## src/rtl/mips_muldiv_unit.sv

```systemverilog
// Iterative multiply/divide unit holding the architectural HI/LO registers.
// mult/multu run radix-2 shift-add and div/divu run restoring division, each taking WIDTH cycles.
//
// state  | meaning
// IDLE   | waiting for start; mthi/mtlo accepted here
// MUL    | WIDTH shift-add iterations on magnitudes
// DIV    | WIDTH restoring-division iterations on magnitudes
// FIX    | sign correction; HI/LO committed at the exit edge
// DONE   | done_o pulse, result visible on hi_o/lo_o
module mips_muldiv_unit #(
    parameter int WIDTH = 32,
    localparam int CNT_W = $clog2(WIDTH + 1)
) (
    input  logic             clk_i,
    input  logic             rst_n,
    input  logic             start_i,
    input  logic [1:0]       op_i,
    input  logic [WIDTH-1:0] src1_i,
    input  logic [WIDTH-1:0] src2_i,
    input  logic             hi_we_i,
    input  logic             lo_we_i,
    input  logic [WIDTH-1:0] wdata_i,
    output logic             busy_o,
    output logic             done_o,
    output logic             div_by_zero_o,
    output logic [WIDTH-1:0] hi_o,
    output logic [WIDTH-1:0] lo_o
);

    localparam logic [2:0] S_IDLE = 3'd0;
    localparam logic [2:0] S_MUL  = 3'd1;
    localparam logic [2:0] S_DIV  = 3'd2;
    localparam logic [2:0] S_FIX  = 3'd3;
    localparam logic [2:0] S_DONE = 3'd4;

    logic [2:0]         r_state;
    logic               r_is_div;
    logic               r_neg_res;
    logic               r_neg_rem;
    logic               r_dvz;
    logic               r_dvz_flag;
    logic [WIDTH-1:0]   r_src1;
    logic [WIDTH-1:0]   r_b;
    logic [WIDTH-1:0]   r_hi;
    logic [WIDTH-1:0]   r_lo;
    logic [2*WIDTH-1:0] r_acc;
    logic [CNT_W-1:0]   r_cnt;

    logic               w_signed;
    logic [WIDTH-1:0]   w_mag1;
    logic [WIDTH-1:0]   w_mag2;
    logic [WIDTH:0]     w_add;
    logic [2*WIDTH-1:0] w_mul_nxt;
    logic [WIDTH:0]     w_rem_sh;
    logic [WIDTH:0]     w_diff;
    logic               w_ge;
    logic [2*WIDTH-1:0] w_div_nxt;
    logic [2*WIDTH-1:0] w_prod;
    logic [WIDTH-1:0]   w_quo_fix;
    logic [WIDTH-1:0]   w_rem_fix;

    assign w_signed = ~op_i[0];
    assign w_mag1   = (w_signed && src1_i[WIDTH-1]) ? -src1_i : src1_i;
    assign w_mag2   = (w_signed && src2_i[WIDTH-1]) ? -src2_i : src2_i;

    // Accumulator low half holds the unconsumed multiplier bits; the product grows in from the top.
    assign w_add     = {1'b0, r_acc[2*WIDTH-1:WIDTH]} + (r_acc[0] ? {1'b0, r_b} : {(WIDTH+1){1'b0}});
    assign w_mul_nxt = {w_add, r_acc[WIDTH-1:1]};

    // Upper half is the partial remainder, low half shifts dividend out and quotient bits in.
    assign w_rem_sh  = {r_acc[2*WIDTH-1:WIDTH], r_acc[WIDTH-1]};
    assign w_diff    = w_rem_sh - {1'b0, r_b};
    assign w_ge      = (w_rem_sh >= {1'b0, r_b});
    assign w_div_nxt = {(w_ge ? w_diff[WIDTH-1:0] : w_rem_sh[WIDTH-1:0]), r_acc[WIDTH-2:0], w_ge};

    assign w_prod    = r_neg_res ? -r_acc : r_acc;
    assign w_quo_fix = r_neg_res ? -r_acc[WIDTH-1:0] : r_acc[WIDTH-1:0];
    assign w_rem_fix = r_neg_rem ? -r_acc[2*WIDTH-1:WIDTH] : r_acc[2*WIDTH-1:WIDTH];

    always_ff @(posedge clk_i) begin
        if (!rst_n) begin
            r_state    <= S_IDLE;
            r_is_div   <= 1'b0;
            r_neg_res  <= 1'b0;
            r_neg_rem  <= 1'b0;
            r_dvz      <= 1'b0;
            r_dvz_flag <= 1'b0;
            r_src1     <= '0;
            r_b        <= '0;
            r_hi       <= '0;
            r_lo       <= '0;
            r_acc      <= '0;
            r_cnt      <= '0;
        end else begin
            case (r_state)
                S_IDLE: begin
                    if (start_i) begin
                        r_is_div  <= op_i[1];
                        r_neg_res <= w_signed & (src1_i[WIDTH-1] ^ src2_i[WIDTH-1]);
                        r_neg_rem <= w_signed & src1_i[WIDTH-1];
                        r_dvz     <= op_i[1] & (src2_i == '0);
                        r_src1    <= src1_i;
                        r_b       <= w_mag2;
                        r_acc     <= {{WIDTH{1'b0}}, w_mag1};
                        r_cnt     <= CNT_W'(WIDTH - 1);
                        r_state   <= op_i[1] ? S_DIV : S_MUL;
                    end else begin
                        if (hi_we_i) r_hi <= wdata_i;
                        if (lo_we_i) r_lo <= wdata_i;
                    end
                end
                S_MUL: begin
                    r_acc <= w_mul_nxt;
                    r_cnt <= r_cnt - 1'b1;
                    if (r_cnt == '0) r_state <= S_FIX;
                end
                S_DIV: begin
                    r_acc <= w_div_nxt;
                    r_cnt <= r_cnt - 1'b1;
                    if (r_cnt == '0) r_state <= S_FIX;
                end
                S_FIX: begin
                    if (!r_is_div) begin
                        r_hi       <= w_prod[2*WIDTH-1:WIDTH];
                        r_lo       <= w_prod[WIDTH-1:0];
                        r_dvz_flag <= 1'b0;
                    end else if (r_dvz) begin
                        r_hi       <= r_src1;
                        r_lo       <= '1;
                        r_dvz_flag <= 1'b1;
                    end else begin
                        r_hi       <= w_rem_fix;
                        r_lo       <= w_quo_fix;
                        r_dvz_flag <= 1'b0;
                    end
                    r_state <= S_DONE;
                end
                S_DONE:  r_state <= S_IDLE;
                default: r_state <= S_IDLE;
            endcase
        end
    end

    assign busy_o        = (r_state == S_MUL) || (r_state == S_DIV) || (r_state == S_FIX);
    assign done_o        = (r_state == S_DONE);
    assign div_by_zero_o = r_dvz_flag;
    assign hi_o          = r_hi;
    assign lo_o          = r_lo;

endmodule

```

## config.mk

```make
export PLATFORM = sky130hd
export DESIGN_NAME = mips_muldiv_unit
export DESIGN_NICKNAME = d
export VERILOG_FILES = /design/src/rtl/mips_muldiv_unit.sv
export SDC_FILE = /design/constraint.sdc
export NUM_CORES = 1
export LEC_CHECK = 0
export ABC_AREA = 1
export BUFFER_PORTS_ARGS = -buffer_cell sky130_fd_sc_hd__buf_2
export CELL_PAD_IN_SITES_DETAIL_PLACEMENT = 1
export CELL_PAD_IN_SITES_GLOBAL_PLACEMENT = 1
export CORE_MARGIN = 2
export CORE_UTILIZATION = 45
export DETAILED_ROUTE_END_ITERATION = 12
export GPL_TIMING_DRIVEN = 1
export PLACE_DENSITY = 0.92
export SLEW_MARGIN = 20
export SYNTH_ARGS = -nofsm -noshare
export SYNTH_HDL_FRONTEND = slang
export SYNTH_SLANG_ARGS = --single-unit
```

## constraint.sdc

```tcl
create_clock -name clk_i -period 7.65 [get_ports clk_i]
set_input_delay 1.1475 -clock clk_i [delete_from_list [all_inputs] [get_ports clk_i]]
set_output_delay 1.1475 -clock clk_i [all_outputs]
set_load 0.05 [all_outputs]
```

==> flow_summary.ini <==
[pwr]
worst_ir_drop_vdd_mv = 0.280
pwr-share-clk = 0.115
power.switching_fraction = 0.612
p_int_w = 0.00438
report.power.total_w = 0.0113
sequential_group_share_of_total_power = 0.199
static_leakage_nw = 10.6
p_per_area_mw_per_mm2 = 541
power_switching_w = 0.00692
share_comb_of_total_power = 0.686

[job]
drv_cap = 0

[cts]
h-tree-depth = 1
numCtsBuffers = 24
cts_tree = done
numClockSinks = 206
clk_transition_reported_paths_ps = 60
clockBufferDepth = 3
post-cts-setup-buffer-count = 0
cts-root-buf = clkbuf_16
insertion_delay_ps = 560
cts-resized-gates = 0
cts_hold_buf = 0

[critical_path]
worst-endpoint-arrival_ps = 4200
timing.critical_path.max_delay_family = buffers and inverters
crit_chain = nor2_1, inv_2, nor2_4, inv_2, nor2_4, buf_4, inv_2, nand2_1, buf_4, inv_2, o21ai_0, a21oi_1
cp_common_cell = inv_2
timing.critical_path.buf_inv = 6
critical_path.startpoint_type = register
critical_path.slowest_cell = buf_4
timing.setup.critical_path_class = reg2reg
critical_path.endpoint_type = register
cp.required_ps = 8080
critical_path.max_stage_delay_ps = 660
critical_path.max_fanout = 93

[synth]
unique_cell_type_count_in_the_yosys_netlist = 53
yosysSeqAreaShare = 0.218
ys_warnings = 0
post_synth_edffs = 0
synthMostInstantiatedCell = nand2_1
synthTopCellsByCount = 941 x nand2_1, 434 x inv_1, 390 x nor2_1
async_flop_share = 0
synthesis.instances = 3378
synthTopCellsByArea = dfxtp_1 22%, nand2_1 19%, a21oi_1 8.9%
synth.top_cell.area_share = 0.218
synth.net_count = 3553
netlist_area_sq_mm = 0.0189
synth_top_area_cell = dfxtp_1
synth-seq-cells = 206
synth-main-ff-cell = dfxtp_1
syn_avg_cell_area_sq_um = 5.60

[timing]
final.setup.tns_ps = 0
timing.final.hold_violations = 0
timing.final.crit_share = 0.492
maxSlewViolCount = 0
finalHoldWorstSlack_ps = 457
unrepaired_setup_endpoints_after_global_routing = false
fmax_mhz = 266
slew_headroom = 0.320
final.setup.worst_slack_ps = 3880
setup_viol = 0
worst_clock_skew_ps = 12.6
timing.final.crit_period_ps = 3770
tightestPinTransition_ps = 1020

[placed_design]
pre_cts_ws_ps = 3630
gp_congestion = 1.00
dpl.hpwl_um = 68500
port_buffers = 169

[layout]
utilization = 0.501
fin_nets = 3634
area.growth.synth_to_final_pct = 10.4
share_of_final_layout_standard_cells_stronger_than_drive_strength_1 = 0.0869

[global_route]
grt_antenna_before_repair = 1
grt_pass1_wl_um = 136000
gr-usage-all-layers = 0.400
first_global_vias = 23482
grt_start_max_net_pins = 112
grt.overflow.total = 0

[die]
dieArea_sq_mm = 0.0437
io-pin-count = 170
floorplan.rows = 75
floorplan.die.height_um = 209
core_area_sq_mm = 0.0418
die_width_um = 209
effective_utilization_at_floorplan = 0.453

[routing]
drt_first_pass_iters = 6
detail_route.wirelength_um = 89400
num_vias = 24204
detail-route-antenna-nets = 0
drt_iter0_markers = 2702
drt-wirelength-per-cell_um = 22.3
drc_violations_left = 0
via_per_inst = 6.03

[worst_hold_path]
hp-class = reg2reg

[status]
status = finished clean
## power by group through the flow
stage	Sequential [W]	Clock (W)	Combinational, W
after floorplan	0.00222	0	0.00499
after global placement	0.00217	0	0.00725
after detailed placement	0.00218	0	0.00742
after CTS	0.00217	0.00130	0.00751
after global routing	0.00224	0.00134	0.00845
final	0.00225	0.00130	0.00775
## layer usage
| layer | up-vias | wire (um) | global-route usage |
|---|---|---|---|
| li1 | 11134 | - | - |
| met1 | 11551 | 37300 | 0.557 |
| met2 | 1287 | 37500 | 0.601 |
| met3 | 232 | 10700 | 0.0836 |
| met4 | 0 | 3870 | 0.161 |
| met5 | - | 0 | 0 |
## worst reg2reg max path: cells and delay by family (launching register included)
kind	cells	cell delay [ps]
buffers and inverters	6	2230
and+or+nand+nor	4	700
AOI/OAI and AO/OA	2	380
DFF	1	350
## cell usage in the layout (no fill, tap or decap), drive strengths merged, types with 6 or more instances in the layout
cell type	synthesis	layout
a211oi	6	6
a21oi	338	338
a221oi	30	30
a31oi	10	10
buf	55	191
clkbuf	81	31
clkinv	3	8
dfxtp	206	206
ha	70	70
inv	453	453
nand2	950	950
nand3	239	239
nand3b	6	6
nand4	35	35
nor2	404	404
nor3	37	37
o211ai	12	12
o21ai	326	326
o22ai	10	10
or2	13	13
xnor2	24	24
xor2	26	26
## sequential cells by signal (all words and copies together), names as in the netlist
| register | cells |
|---|---|
| lo_o | 32 |
| r_b | 32 |
| r_is_div | 1 |
| r_cnt | 6 |
| r_dvz | 1 |
| r_neg_rem | 1 |
| div_by_zero_o | 1 |
| r_acc | 64 |
| r_state | 3 |
| hi_o | 32 |
| r_neg_res | 1 |
| r_src1 | 32 |
## cell type report
cell class / count / area [sq um]
multi-input cells: 2580 / 12500
clock buffers: 31 / 667
clock inverters: 13 / 209
well taps: 539 / 674
fillers: 6057 / 20900
flip-flops and latches: 206 / 4130
repair buffers: 191 / 1010
inverters: 456 / 1710
diodes: 1 / 2.50
## logic make-up after synthesis
| group | after synthesis | share of synthesized area |
|---|---|---|
| and+or+nand+nor | 1696 | 0.371 |
| AOI/OAI and AO/OA | 762 | 0.217 |
| buffers and inverters | 592 | 0.122 |
| DFF | 206 | 0.218 |
| adders and majority gates | 72 | 0.0484 |
| xor gates and xnor gates | 50 | 0.0231 |
## final timing paths
path | from | end | slack (ps) | cells after the start
min | r_src1[19] | r_src1[19] | 460 | 2
max reg2reg | r_state[0] | hi_o[5] | 3880 | 12
min reg2reg | r_src1[19] | r_src1[19] | 460 | 2
max | r_state[0] | hi_o[5] | 3880 | 12
## per-stage QoR
stage	cells	cell area [sq um]
2_1_floorplan	3378	18900
3_3_place_gp	3972	20000
3_5_place_dp	3972	20000
4_1_cts	4016	20900
5_1_grt	4016	20900
6_report	4017	20900
Power figures use the tool's default switching activity.
